File: src/rtl/const_funcs.vh
// const_funcs.vh: elaboration-time helper functions shared between blocks
function automatic int clog2(input int n);
    int r;
    r = 0;
    while ((1 << r) < n) r++;
    return (r < 1) ? 1 : r;
endfunction

File: src/rtl/const_func_fifo_pkg.sv
// const_func_fifo_pkg: shared constants and helper functions for the FIFO
package const_func_fifo_pkg;
    `include "const_funcs.vh"
    localparam int DEF_WIDTH = 8;
    localparam int DEF_DEPTH = 5;
endpackage

File: src/rtl/const_func_wrap_ctr.sv
// const_func_wrap_ctr: enabled counter that wraps from MAX-1 to 0
module const_func_wrap_ctr import const_func_fifo_pkg::*; #(
    parameter int MAX = 5,
    parameter int AW = clog2(MAX)
) (
    input  logic          clk,
    input  logic          rst_n,
    input  logic          en,
    output logic [AW-1:0] q
);
    always_ff @(posedge clk or negedge rst_n)
        if (!rst_n) q <= '0;
        else if (en) q <= (q == AW'(MAX - 1)) ? '0 : q + AW'(1);
endmodule

File: src/rtl/const_func_fifo.sv
// const_func_fifo: valid/ready FIFO of any depth with a registered head word
module const_func_fifo import const_func_fifo_pkg::*; #(
    parameter int WIDTH = DEF_WIDTH,
    parameter int DEPTH = DEF_DEPTH,
    localparam int AW = clog2(DEPTH),
    localparam int CW = clog2(DEPTH + 1)
) (
    input  logic             clk,
    input  logic             rst_n,
    input  logic             in_valid,
    output logic             in_ready,
    input  logic [WIDTH-1:0] in_data,
    output logic             out_valid,
    input  logic             out_ready,
    output logic [WIDTH-1:0] out_data,
    output logic [CW-1:0]    count
);
    logic [WIDTH-1:0] mem [0:DEPTH-1];
    logic [AW-1:0]    wr_ptr, rd_ptr, rd_nxt;
    logic             push, pop;

    assign in_ready  = count != CW'(DEPTH);
    assign out_valid = count != '0;
    assign push      = in_valid && in_ready;
    assign pop       = out_valid && out_ready;
    assign rd_nxt    = (rd_ptr == AW'(DEPTH - 1)) ? '0 : rd_ptr + AW'(1);

    const_func_wrap_ctr #(.MAX(DEPTH), .AW(AW)) u_wr (.clk(clk), .rst_n(rst_n), .en(push), .q(wr_ptr));
    const_func_wrap_ctr #(.MAX(DEPTH), .AW(AW)) u_rd (.clk(clk), .rst_n(rst_n), .en(pop), .q(rd_ptr));

    always_ff @(posedge clk)
        if (push) mem[wr_ptr] <= in_data;

    // Head register: next stored word on pop, or the incoming word when the queue is (or goes) empty
    always_ff @(posedge clk or negedge rst_n)
        if (!rst_n) begin
            count    <= '0;
            out_data <= '0;
        end else begin
            count <= count + CW'(push) - CW'(pop);
            if (pop && count != CW'(1)) out_data <= mem[rd_nxt];
            else if (push && (count == '0 || pop)) out_data <= in_data;
        end
endmodule
File: config.mk
export PLATFORM = sky130hd
export DESIGN_NAME = const_func_fifo
export DESIGN_NICKNAME = d
export VERILOG_FILES = /design/src/rtl/const_func_fifo_pkg.sv /design/src/rtl/const_func_wrap_ctr.sv /design/src/rtl/const_func_fifo.sv
export VERILOG_INCLUDE_DIRS = /design/src /design/src/rtl
export SDC_FILE = /design/constraint.sdc
export NUM_CORES = 1
export LEC_CHECK = 0
export CAP_MARGIN = 20
export CORE_ASPECT_RATIO = 2
export CORE_MARGIN = 3
export CORE_UTILIZATION = 55
export DETAILED_ROUTE_END_ITERATION = 12
export HOLD_SLACK_MARGIN = 0.05
export PLACE_DENSITY_LB_ADDON = 0.15
export RECOVER_POWER = 100
export SETUP_SLACK_MARGIN = 0.4
export SLEW_MARGIN = 20
export SYNTH_ARGS = -nofsm -noshare
export SYNTH_HDL_FRONTEND = slang
export SYNTH_SLANG_ARGS = --single-unit
export TNS_END_PERCENT = 5
File: constraint.sdc
create_clock -name clk -period 2.7 [get_ports clk]
set_input_delay 0.27 -clock clk [delete_from_list [all_inputs] [get_ports clk]]
set_output_delay 0.27 -clock clk [all_outputs]
set_load 0.005 [all_outputs]
==> key figures, run 1 <==
Floorplanning
  – Core area: 4170 um^2
  – Die area: 5270 um^2
  – Initial core utilization: 0.579
  – Top Ports: 25
  – Cell row count: 33
  – Die Y: 99.7 um
  – Die Wd: 52.9 um

STA
  – Fmax: 426 MHz
  – Setup Viol. Count Final: 0
  – Final Hold Violating Endpoints: 0
  – Rel. slew slack: 0.296
  – Post-route minimum period: 2350 ps
  – Unrepaired setup endpoints after global routing: false
  – Fin crit share: 0.870
  – Clock Skews: 8.71 ps
  – Worst Max-Slew Pin Slew: 1060 ps
  – Setup TNS: 0 ps
  – Worst setup margin: 351 ps
  – Final Max Slew Viols: 0

Finish
  – Proportion of layout cells with a drive suffix above 1: 0.159
  – Area of the multi-input gates: 724 um^2
  – # diodes: 0
  – NumNets Final: 222
  – Number of fillers in the final layout: 283
  – Most frequent cells in the layout: edfxtp_1 (40), dlygate4sd3_1 (22), dfrtp_1 (16)
  – Register area: 1630 um^2
  – Final Cell Area: 2980 um^2
  – Synth-to-layout area growth: 23.4%
  – Most common cell after layout, fill and taps aside: edfxtp_1
  – Fin cells: 260

Setup path
  – CP arrival: 2600 ps
  – Required @ worst endpoint: 2950 ps
  – Worst path slowest cell: or3_1
  – WS Path Type: reg -> reg
  – Startpoint types: flop
  – CP delay by family, top: adder cells
  – Setup crit end kind: flop
  – Buf/Inv on CP: 3
  – Worst path most repeated cell: inv_1
  – Max stage delay on crit path: 510 ps
  – Crit path cell chain: or3_1, nand2_4, inv_1, ha_1, inv_1, ha_1, inv_1, fa_1, xnor2_1, xnor2_1
  – Critical path peak fanout: 6

Clock tree
  – Clock Latency Late Sink: 330 ps
  – Clock transition at path regs: 70 ps
  – # hold bufs at CTS: 0
  – Max Buffers Root-to-Sink: 2
  – CTS Root Buffer Type: clkbuf_8
  – CTS buffer count: 9
  – H-tree depth: 3
  – CTS Sinks: 57
  – CTS tree: done

Yosys
  – Synth Instances: 162
  – Synth cell types: 31
  – Largest area contributor in the netlist: edfxtp_1
  – Yosys reg bits: 57
  – Syn avg cell area: 14.9 um^2
  – Post-Syn Nets: 181
  – Largest cells by area after synthesis: edfxtp_1 (50%), dfrtp_1 (18%), mux4_2 (7.5%)
  – Sequential area share after synthesis: 0.673
  – Synth Warn #: 0
  – Post-synth design cell area: 2420 um^2
  – Yosys top cell area share: 0.497

Place
  – Dpl cells: 242
  – DP Area: 2760 um^2
  – Port buffer count: 24
  – DP Wirelength: 3.46 mm
  – Final Wtd Congestion: 0.788
  – Setup slack at placement: 317 ps

Power
  – Switching power: 1.07 mW
  – Clock power frac: 0.266
  – Sw frac: 0.310
  – Power after layout: 3.46 mW
  – Maximum resistive drop on vdd: 0.979 mV
  – Sequential Power Share: 0.379
  – Pleak: 1.09 nW
  – Cell Pwr Density: 1160 nW/um^2
  – Power share of the combinational group: 0.355
  – Internal power: 2.39 mW

GRT
  – Vias in the first global route: 1657
  – First-pass GRT wire length: 8.07 mm
  – Initial antenna violation count: 0
  – Pin count of the biggest net entering global routing: 18
  – GRT Overall Usage: 0.221
  – Overflow after GRT: 0

Min path
  – Worst min path class: in -> async

Status
  – Run status: finished, final reports clean

Route
  – Vias: 1514
  – Residual DRC: 0
  – Final ANT Viol Nets: 0
  – DR WL/cell: 19.0 um
  – DRT Pass-1 Iters: 4
  – Vias per cell: 5.82
  – DRT iter0 DRCs: 51
  – DRT Wirelength: 4.94 mm

Job
  – MaxCap Viol Count: 0
==> per-stage QoR <==
step           hold WS (ps)  utilization
3_5_place_dp            530        0.661
3_3_place_gp            515        0.661
5_1_grt                 511        0.715
4_1_cts                 411        0.719
2_1_floorplan         -25.6            -
6_report                465        0.715
==> per-layer routing <==
metal	part of all wire	GRT usage	up-vias
met5	0	0	-
met4	0.017	0.126	0
met3	0.042	0.0510	10
met2	0.57	0.375	51
met1	0.37	0.242	751
li1	-	-	702
==> cell usage after synthesis <==
master,instances
a211oi_1,1
a21o_1,1
a21oi_2,2
a221oi_1,8
and2_4,1
buf_1,1
buf_2,1
buf_6,2
clkbuf_1,1
dfrtp_1,17
edfxtp_1,40
fa_1,1
ha_1,6
inv_1,9
mux2_2,1
mux4_2,8
nand2_1,10
nand2b_1,8
nand3_1,4
nand3b_1,1
nor2_1,11
nor2b_1,1
nor3_1,2
nor3b_1,1
nor4_1,4
nor4b_1,1
o21ai_0,6
o21ai_1,9
o21ba_2,1
or3_1,1
xnor2_1,2
==> worst paths after layout <==
check	startpoint	slack [ps]	endpoint	cells after the start
min in group clk	mem[4][5]$_DFFE_PP_	560	out_data[5]$_DFFE_PN0P_	2
worst min-delay path	rst_n	470	out_data[0]$_DFFE_PN0P_	1
worst max-delay path	count[1]$_DFF_PN0_	350	count[2]$_DFF_PN0_	10
worst max register to register	count[1]$_DFF_PN0_	350	count[2]$_DFF_PN0_	10
max in group asynchronous	rst_n	1700	count[1]$_DFF_PN0_	1
worst min register to register	mem[4][5]$_DFFE_PP_	560	out_data[5]$_DFFE_PN0P_	2
==> flip-flops by register name, summed over array words and instances (netlist names) <==
signal,count
out_data,8
mem,40
u_rd.q,3
count,3
u_wr.q,3
==> power by group through the flow <==
| stage | sequential (mW) | combinational (mW) | clock, mW |
|---|---|---|---|
| 2_1_floorplan | 1.33 | 0.801 | 0 |
| 3_3_place_gp | 1.32 | 1.24 | 0 |
| 3_5_place_dp | 1.35 | 1.28 | 0 |
| 4_1_cts | 1.32 | 1.32 | 0.939 |
| 5_1_grt | 1.34 | 1.36 | 0.973 |
| 6_report | 1.31 | 1.23 | 0.922 |
==> worst register-to-register path: stages (launching register included) <==
cell and delay (ps):
dfrtp_2 390, or3_1 510, nand2_4 110, inv_1 70, ha_1 270, inv_1 50
ha_1 120, inv_1 50, fa_1 370, xnor2_1 200, xnor2_1 140
==> cell families (layout without fill, tap and decap cells) <==
kind of cell,after synthesis,in the layout,share of synthesized area
adders and majority gates,7,7,0.0394
muxes,9,9,0.0792
xor gates and xnor gates,2,2,0.00725
buffers and inverters,14,60,0.0285
DFF,57,57,0.673
AOI/OAI and AO/OA,28,28,0.0777
and+or+nand+nor,45,45,0.0948
==> final cells by class <==
| type | instances | area share |
|---|---|---|
| multi-input cells | 91 | 0.243 |
| repair buffers | 35 | 0.0995 |
| well taps | 52 | 0.0218 |
| inverters | 9 | 0.0113 |
| flip-flops and latches | 57 | 0.546 |
| clock inverters | 7 | 0.0365 |
| clock buffers | 9 | 0.0416 |
==> repair_timing <==
| item | in CTS | in global routing |
|---|---|---|
| setup buffers | 1 | 1 |
| resized for setup | 1 | 4 |
| hold endpoints to repair | 0 | 0 |
| endpoints found under the setup margin | 1 | 1 |
| pin swaps | 0 | 4 |
Note: power is estimated with default switching activity, not from simulation.
==> run 2, diff against run 1 <==
--- a/config.mk
+++ b/config.mk
@@ -16,4 +16,5 @@
 export RECOVER_POWER = 100
 export SETUP_SLACK_MARGIN = 0.4
+export SKIP_CTS_REPAIR_TIMING = 1
 export SLEW_MARGIN = 20
 export SYNTH_ARGS = -nofsm -noshare
==> constraint.sdc (replaced) <==
create_clock -name clk -period 2.7 [get_ports clk]
set_input_delay 0.405 -clock clk [delete_from_list [all_inputs] [get_ports clk]]
set_output_delay 0.405 -clock clk [all_outputs]
set_load 0.005 [all_outputs]
==> key figures, run 2 (same netlist as run 1, synthesis figures left out) <==
GRT
  – GR peak layer: met2 (unchanged)
  – Pin count of the biggest net entering global routing: 18 (unchanged)
  – Initial antenna violation count: 0 (unchanged)
  – Overflow after GRT: 0 (unchanged)
  – Vias in the first global route: 1653 (was 1657)
  – First-pass GRT wire length: 8.10 mm (was 8.07 mm)
  – Met3 Use GR: 0.0555 (was 0.0510)
  – Met1 usage: 0.251 (was 0.242)
  – GRT Overall Usage: 0.222 (was 0.221)
  – Met2 Use GR: 0.379 (was 0.375)

Job
  – MaxCap Viol Count: 0 (unchanged)

Floorplanning
  – Die Wd: 52.9 um (unchanged)
  – Top Ports: 25 (unchanged)
  – Die area: 5270 um^2 (unchanged)
  – Initial core utilization: 0.579 (unchanged)
  – Core area: 4170 um^2 (unchanged)
  – Die Y: 99.7 um (unchanged)
  – Cell row count: 33 (unchanged)

Setup path
  – CP arrival: 2550 ps (was 2600 ps)
  – Setup crit end kind: flop (unchanged)
  – Required @ worst endpoint: 2910 ps (was 2950 ps)
  – Reg2reg start: count[1]$_DFF_PN0_ (unchanged)
  – WS Path Type: reg -> reg (unchanged)
  – FF-to-FF setup slack: 360 ps (was 350 ps)
  – Critical path peak fanout: 4 (was 6)
  – Startpoint types: flop (unchanged)
  – Setup crit start: count[1]$_DFF_PN0_ (unchanged)
  – Reg2Reg Depth: 10 (unchanged)

Route
  – Vias: 1527 (was 1514)
  – Final ANT Viol Nets: 0 (unchanged)
  – Vias per cell: 5.85 (was 5.82)
  – DRT iter0 DRCs: 39 (was 51)
  – DRT Pass-1 Iters: 4 (unchanged)
  – DRT Wirelength: 4.92 mm (was 4.94 mm)
  – Residual DRC: 0 (unchanged)
  – DR WL/cell: 18.8 um (was 19.0 um)

STA
  – Final Hold Violating Endpoints: 0 (unchanged)
  – Min Hold Slack: 549 ps (was 465 ps)
  – Clock Skews: 7.16 ps (was 8.71 ps)
  – Setup Viol. Count Final: 0 (unchanged)
  – Fin crit share: 0.868 (was 0.870)
  – Final Max Slew Viols: 0 (unchanged)
  – Worst setup margin: 356 ps (was 351 ps)
  – Fmax: 427 MHz (was 426 MHz)
  – Unrepaired setup endpoints after global routing: false (unchanged)
  – Rel. slew slack: 0.299 (was 0.296)
  – Setup TNS: 0 ps (unchanged)
  – Post-route minimum period: 2340 ps (was 2350 ps)
  – Worst Max-Slew Pin Slew: 1050 ps (was 1060 ps)

Clock tree
  – H-tree depth: 3 (unchanged)
  – Clock Latency Late Sink: 330 ps (about the same)
  – CTS Root Buffer Type: clkbuf_8 (unchanged)
  – CTS buffer count: 9 (unchanged)
  – CTS tree: done (unchanged)
  – Clock transition at path regs: 60 ps (was 70 ps)
  – Max Buffers Root-to-Sink: 2 (unchanged)
  – CTS Sinks: 57 (unchanged)

Finish
  – Number of fillers in the final layout: 295 (was 283)
  – Final core utilization: 0.706 (was 0.715)
  – Fin cells: 261 (was 260)
  – NumNets Final: 223 (was 222)
  – Area of the multi-input gates: 727 um^2 (was 724 um^2)
  – Most common cell after layout, fill and taps aside: edfxtp_1 (unchanged)
  – Largest register FFs: 40 (unchanged)
  – Register area: 1630 um^2 (unchanged)
  – Top reg by flops: mem (unchanged)
  – Most frequent cells in the layout: edfxtp_1 (40), dlygate4sd3_1 (21), dfrtp_1 (16) (was edfxtp_1 (40), dlygate4sd3_1 (22), dfrtp_1 (16))
  – # diodes: 0 (unchanged)
  – Largest regs: mem (40), out_data (8) (unchanged)
  – Synth-to-layout area growth: 21.9% (was 23.4%)
  – Proportion of layout cells with a drive suffix above 1: 0.158 (was 0.159)

Power
  – Sw frac: 0.328 (was 0.310)
  – Sequential Power Share: 0.395 (was 0.379)
  – Power share of the combinational group: 0.383 (was 0.355)
  – Pleak: 1.08 nW (was 1.09 nW)
  – Clock power frac: 0.221 (was 0.266)
  – Switching power: 1.09 mW (was 1.07 mW)
  – Cell Pwr Density: 1130 nW/um^2 (was 1160 nW/um^2)
  – Internal power: 2.22 mW (was 2.39 mW)
  – Maximum resistive drop on vdd: 0.826 mV (was 0.979 mV)

Place
  – Setup slack at placement: 280 ps (was 317 ps)
  – Port buffer count: 24 (unchanged)
  – Final Wtd Congestion: 0.830 (was 0.788)
  – Dpl cells: 242 (unchanged)
  – DP Wirelength: 3.57 mm (was 3.46 mm)

Min path
  – Worst min path class: reg -> reg (was in -> async)
  – Hold Path Origin: count[0]$_DFF_PN0_
  – Hold depth: 1

Status
  – Run status: finished, final reports clean (unchanged)
run 2: changes by cell type in the layout (fill, tap and decap cells not counted), sizes merged:
cell	delta
bufinv	-2
dlygate4sd3	-1
clkdlybuf4s50	+1
clkinvlp	+1
buf	+2
run 2: worst paths after layout:
| check | to |
|---|---|
| min reg2reg | count[0]$_DFF_PN0_ |
| max reg2reg | count[2]$_DFF_PN0_ |
| min in group asynchronous | count[0]$_DFF_PN0_ |
| max in group asynchronous | count[1]$_DFF_PN0_ |
| max | count[2]$_DFF_PN0_ |
| min | count[0]$_DFF_PN0_ |
run 2: area by class of cell:
type                       count  area share
clock inverter                 6      0.0200
tap                           52      0.0221
timing repair buffer          36       0.103
multi-input combinational     91       0.247
clock buffer                  10      0.0433
sequential                    57       0.553
inverter                       9      0.0115
run 2: layer usage:
layer / wire length, um / up-vias
met1: 1870 / 780
met3: 165 / 11
met2: 2790 / 35
met4: 97 / 0
met5: 0 / -
li1: - / 701
run 2: worst max-delay path, stage by stage, from the launching register on:
cell and delay [ps]:
dfrtp_2 420, or3_1 450, nand2_2 110, inv_1 60
ha_1 260, inv_1 50, ha_1 120, inv_1 50
fa_1 400, xnor2_2 160, xnor2_1 140
run 2: power groups by stage:
stage / Sequential [mW] / Combinational [mW] / Clock (mW)
after floorplan: 1.33 / 0.801 / 0
after global placement: 1.32 / 1.25 / 0
after detailed placement: 1.34 / 1.30 / 0
after CTS: 1.33 / 1.31 / 0.749
after global routing: 1.34 / 1.40 / 0.787
final: 1.31 / 1.27 / 0.733
run 2: per-stage QoR:
step	power (mW)	area, um^2
after floorplan	2.13	2420
after detailed placement	2.64	2760
after global routing	3.53	2940
final	3.31	2940
after global placement	2.57	2760
after CTS	3.38	2940
==> run 3, diff against run 2 <==
Settings changed: CTS_CLUSTER_SIZE set to 20.
Clock period 2.7 ns to 2.85 ns, I/O delays scaled along.
==> key figures, run 3 (same netlist as run 1, synthesis figures left out) <==
Place
  – DP Wirelength: 3.30 mm (was 3.57 mm)
  – Setup slack at placement: 429 ps (was 280 ps)
  – Final Wtd Congestion: 0.797 (was 0.830)
  – Port buffer count: 24 (unchanged)
  – DP Area: 2750 um^2 (was 2760 um^2)

STA
  – Worst Max-Slew Pin Slew: 976 ps (was 1050 ps)
  – Final Max Slew Viols: 0 (unchanged)
  – Post-route minimum period: 2370 ps (was 2340 ps)
  – Setup Viol. Count Final: 0 (unchanged)
  – Fin crit share: 0.833 (was 0.868)
  – Clock Skews: 6.80 ps (was 7.16 ps)
  – Worst setup margin: 477 ps (was 356 ps)
  – Unrepaired setup endpoints after global routing: false (unchanged)
  – Final Hold Violating Endpoints: 0 (unchanged)
  – Rel. slew slack: 0.349 (was 0.299)
  – Fmax: 421 MHz (was 427 MHz)
  – Setup TNS: 0 ps (unchanged)

Clock tree
  – Max Buffers Root-to-Sink: 2 (unchanged)
  – H-tree depth: 3 (unchanged)
  – CTS tree: done (unchanged)
  – CTS Sinks: 57 (unchanged)
  – Clock transition at path regs: 60 ps (about the same)
  – Clock Latency Late Sink: 320 ps (was 330 ps)
  – CTS buffer count: 9 (unchanged)
  – CTS Root Buffer Type: clkbuf_8 (unchanged)

Floorplanning
  – Top Ports: 25 (unchanged)
  – Initial core utilization: 0.579 (unchanged)
  – Die Wd: 52.9 um (unchanged)
  – Die Y: 99.7 um (unchanged)
  – Cell row count: 33 (unchanged)
  – Core area: 4170 um^2 (unchanged)
  – Die area: 5270 um^2 (unchanged)

Route
  – Vias per cell: 5.63 (was 5.85)
  – Vias: 1476 (was 1527)
  – Residual DRC: 0 (unchanged)
  – DR WL/cell: 17.6 um (was 18.8 um)
  – Final ANT Viol Nets: 0 (unchanged)
  – DRT iter0 DRCs: 37 (was 39)
  – DRT Pass-1 Iters: 4 (unchanged)
  – DRT Wirelength: 4.62 mm (was 4.92 mm)

Power
  – Switching power: 1.00 mW (was 1.09 mW)
  – Pleak: 1.10 nW (was 1.08 nW)
  – Maximum resistive drop on vdd: 0.663 mV (was 0.826 mV)
  – Clock power frac: 0.266 (was 0.221)
  – Internal power: 2.29 mW (was 2.22 mW)
  – Power after layout: 3.29 mW (was 3.31 mW)
  – Power share of the combinational group: 0.354 (was 0.383)
  – Sw frac: 0.304 (was 0.328)
  – Cell Pwr Density: 1100 nW/um^2 (was 1130 nW/um^2)
  – Sequential Power Share: 0.380 (was 0.395)

Setup path
  – Buf/Inv on CP: 3 (unchanged)
  – FF-to-FF End: count[2]$_DFF_PN0_ (unchanged)
  – FF-to-FF setup slack: 480 ps (was 360 ps)
  – WS Path Type: reg -> reg (unchanged)
  – Setup crit end kind: flop (unchanged)
  – Critical path peak fanout: 7 (was 4)
  – Reg2Reg Depth: 10 (unchanged)
  – Setup crit start: count[2]$_DFF_PN0_ (was count[1]$_DFF_PN0_)
  – CP delay by family, top: adder cells (unchanged)
  – CP arrival: 2620 ps (was 2550 ps)
  – Startpoint types: flop (unchanged)
  – Required @ worst endpoint: 3100 ps (was 2910 ps)
  – Crit path cell chain: or3_1, nand2_1, inv_1, ha_1, inv_1, ha_1, inv_1, fa_1, xnor2_1, xnor2_1 (was or3_1, nand2_2, inv_1, ha_1, inv_1, ha_1, inv_1, fa_1, xnor2_2, xnor2_1)
  – Reg2reg start: count[2]$_DFF_PN0_ (was count[1]$_DFF_PN0_)
  – Worst path most repeated cell: inv_1 (unchanged)
  – Worst path slowest cell: or3_1 (unchanged)
  – Max stage delay on crit path: 500 ps (was 450 ps)

GRT
  – Overflow after GRT: 0 (unchanged)
  – GRT Overall Usage: 0.210 (was 0.222)
  – Vias in the first global route: 1563 (was 1653)
  – Initial antenna violation count: 0 (unchanged)
  – First-pass GRT wire length: 7.58 mm (was 8.10 mm)
  – Pin count of the biggest net entering global routing: 18 (unchanged)

Min path
  – Worst min path class: reg -> reg (unchanged)
  – Worst hold endpoint: out_data[6]$_DFFE_PN0P_ (was count[0]$_DFF_PN0_)
  – Hold Path Origin: mem[4][6]$_DFFE_PP_ (was count[0]$_DFF_PN0_)
  – Hold depth: 2 (was 1)

Finish
  – Proportion of layout cells with a drive suffix above 1: 0.162 (was 0.158)
  – Top reg by flops: mem (unchanged)
  – Largest regs: mem (40), out_data (8) (unchanged)
  – # diodes: 0 (unchanged)
  – NumNets Final: 224 (was 223)
  – Largest register FFs: 40 (unchanged)
  – Synth-to-layout area growth: 23.8% (was 21.9%)
  – Most common cell after layout, fill and taps aside: edfxtp_1 (unchanged)
  – Area of the multi-input gates: 717 um^2 (was 727 um^2)
  – Number of fillers in the final layout: 289 (was 295)
  – Register area: 1630 um^2 (about the same)
  – Final Cell Area: 2990 um^2 (was 2940 um^2)
  – Most frequent cells in the layout: edfxtp_1 (40), dlygate4sd3_1 (22), dfrtp_1 (15) (was edfxtp_1 (40), dlygate4sd3_1 (21), dfrtp_1 (16))

Job
  – MaxCap Viol Count: 0 (unchanged)

Status
  – Run status: finished, final reports clean (unchanged)
==> run 3: cell types whose count changed in the layout (fill, tap and decap cells not counted), sizes merged <==
| cell | before | now |
|---|---|---|
| bufinv | 1 | 3 |
| clkbuf | 16 | 17 |
| clkdlybuf4s50 | 3 | 2 |
| clkinv | 4 | 2 |
| dlygate4sd3 | 21 | 22 |
==> run 3: how the worst max path moves through the flow <==
stage / to / slack, ps / cells after the start
after global placement: count[2]$_DFF_PN0_ / 490 / 10
after floorplan: mem[4][0]$_DFFE_PP_ / 540 / 3
final: count[2]$_DFF_PN0_ / 480 / 10
after global routing: count[2]$_DFF_PN0_ / 330 / 10
after CTS: count[2]$_DFF_PN0_ / 420 / 10
after detailed placement: count[2]$_DFF_PN0_ / 430 / 10
==> run 3: layer usage <==
layer  vias to the layer above  part of all wire  GRT usage
met2                        45              0.56      0.346
met3                         7             0.049     0.0555
met4                         0             0.019      0.118
li1                        704                 -          -
met5                         -                 0          0
met1                       720              0.37      0.237
==> run 3: power groups by stage <==
stage               combinational, mW  clock [mW]  sequential [mW]
detailed placement               1.20           0             1.28
finish                           1.16       0.875             1.25
CTS                              1.20       0.894             1.26
floorplan                       0.759           0             1.26
global placement                 1.15           0             1.26
global route                     1.31       0.932             1.27
==> run 3: cell type report <==
cell class / instances / area share
Clock buffer: 10 / 0.0427
Clock inverter: 6 / 0.0356
Inverter: 9 / 0.0113
Multi-Input combinational cell: 91 / 0.240
Sequential cell: 57 / 0.545
Tap cell: 52 / 0.0218
Timing Repair Buffer: 37 / 0.104
==> run 3: through the flow <==
step	hold slack, ps	instances	util
after detailed placement	524	241	0.659
after global routing	598	262	0.717
after global placement	511	241	0.659
after floorplan	132	162	-
final	545	262	0.717
after CTS	531	257	0.715
==> run 3: worst reg2reg max path, cell delays in order (launching register included) <==
cell	delay, ps
dfrtp_2	430
or3_1	500
nand2_1	130
inv_1	70
ha_1	270
inv_1	50
ha_1	120
inv_1	40
fa_1	370
xnor2_1	180
xnor2_1	130
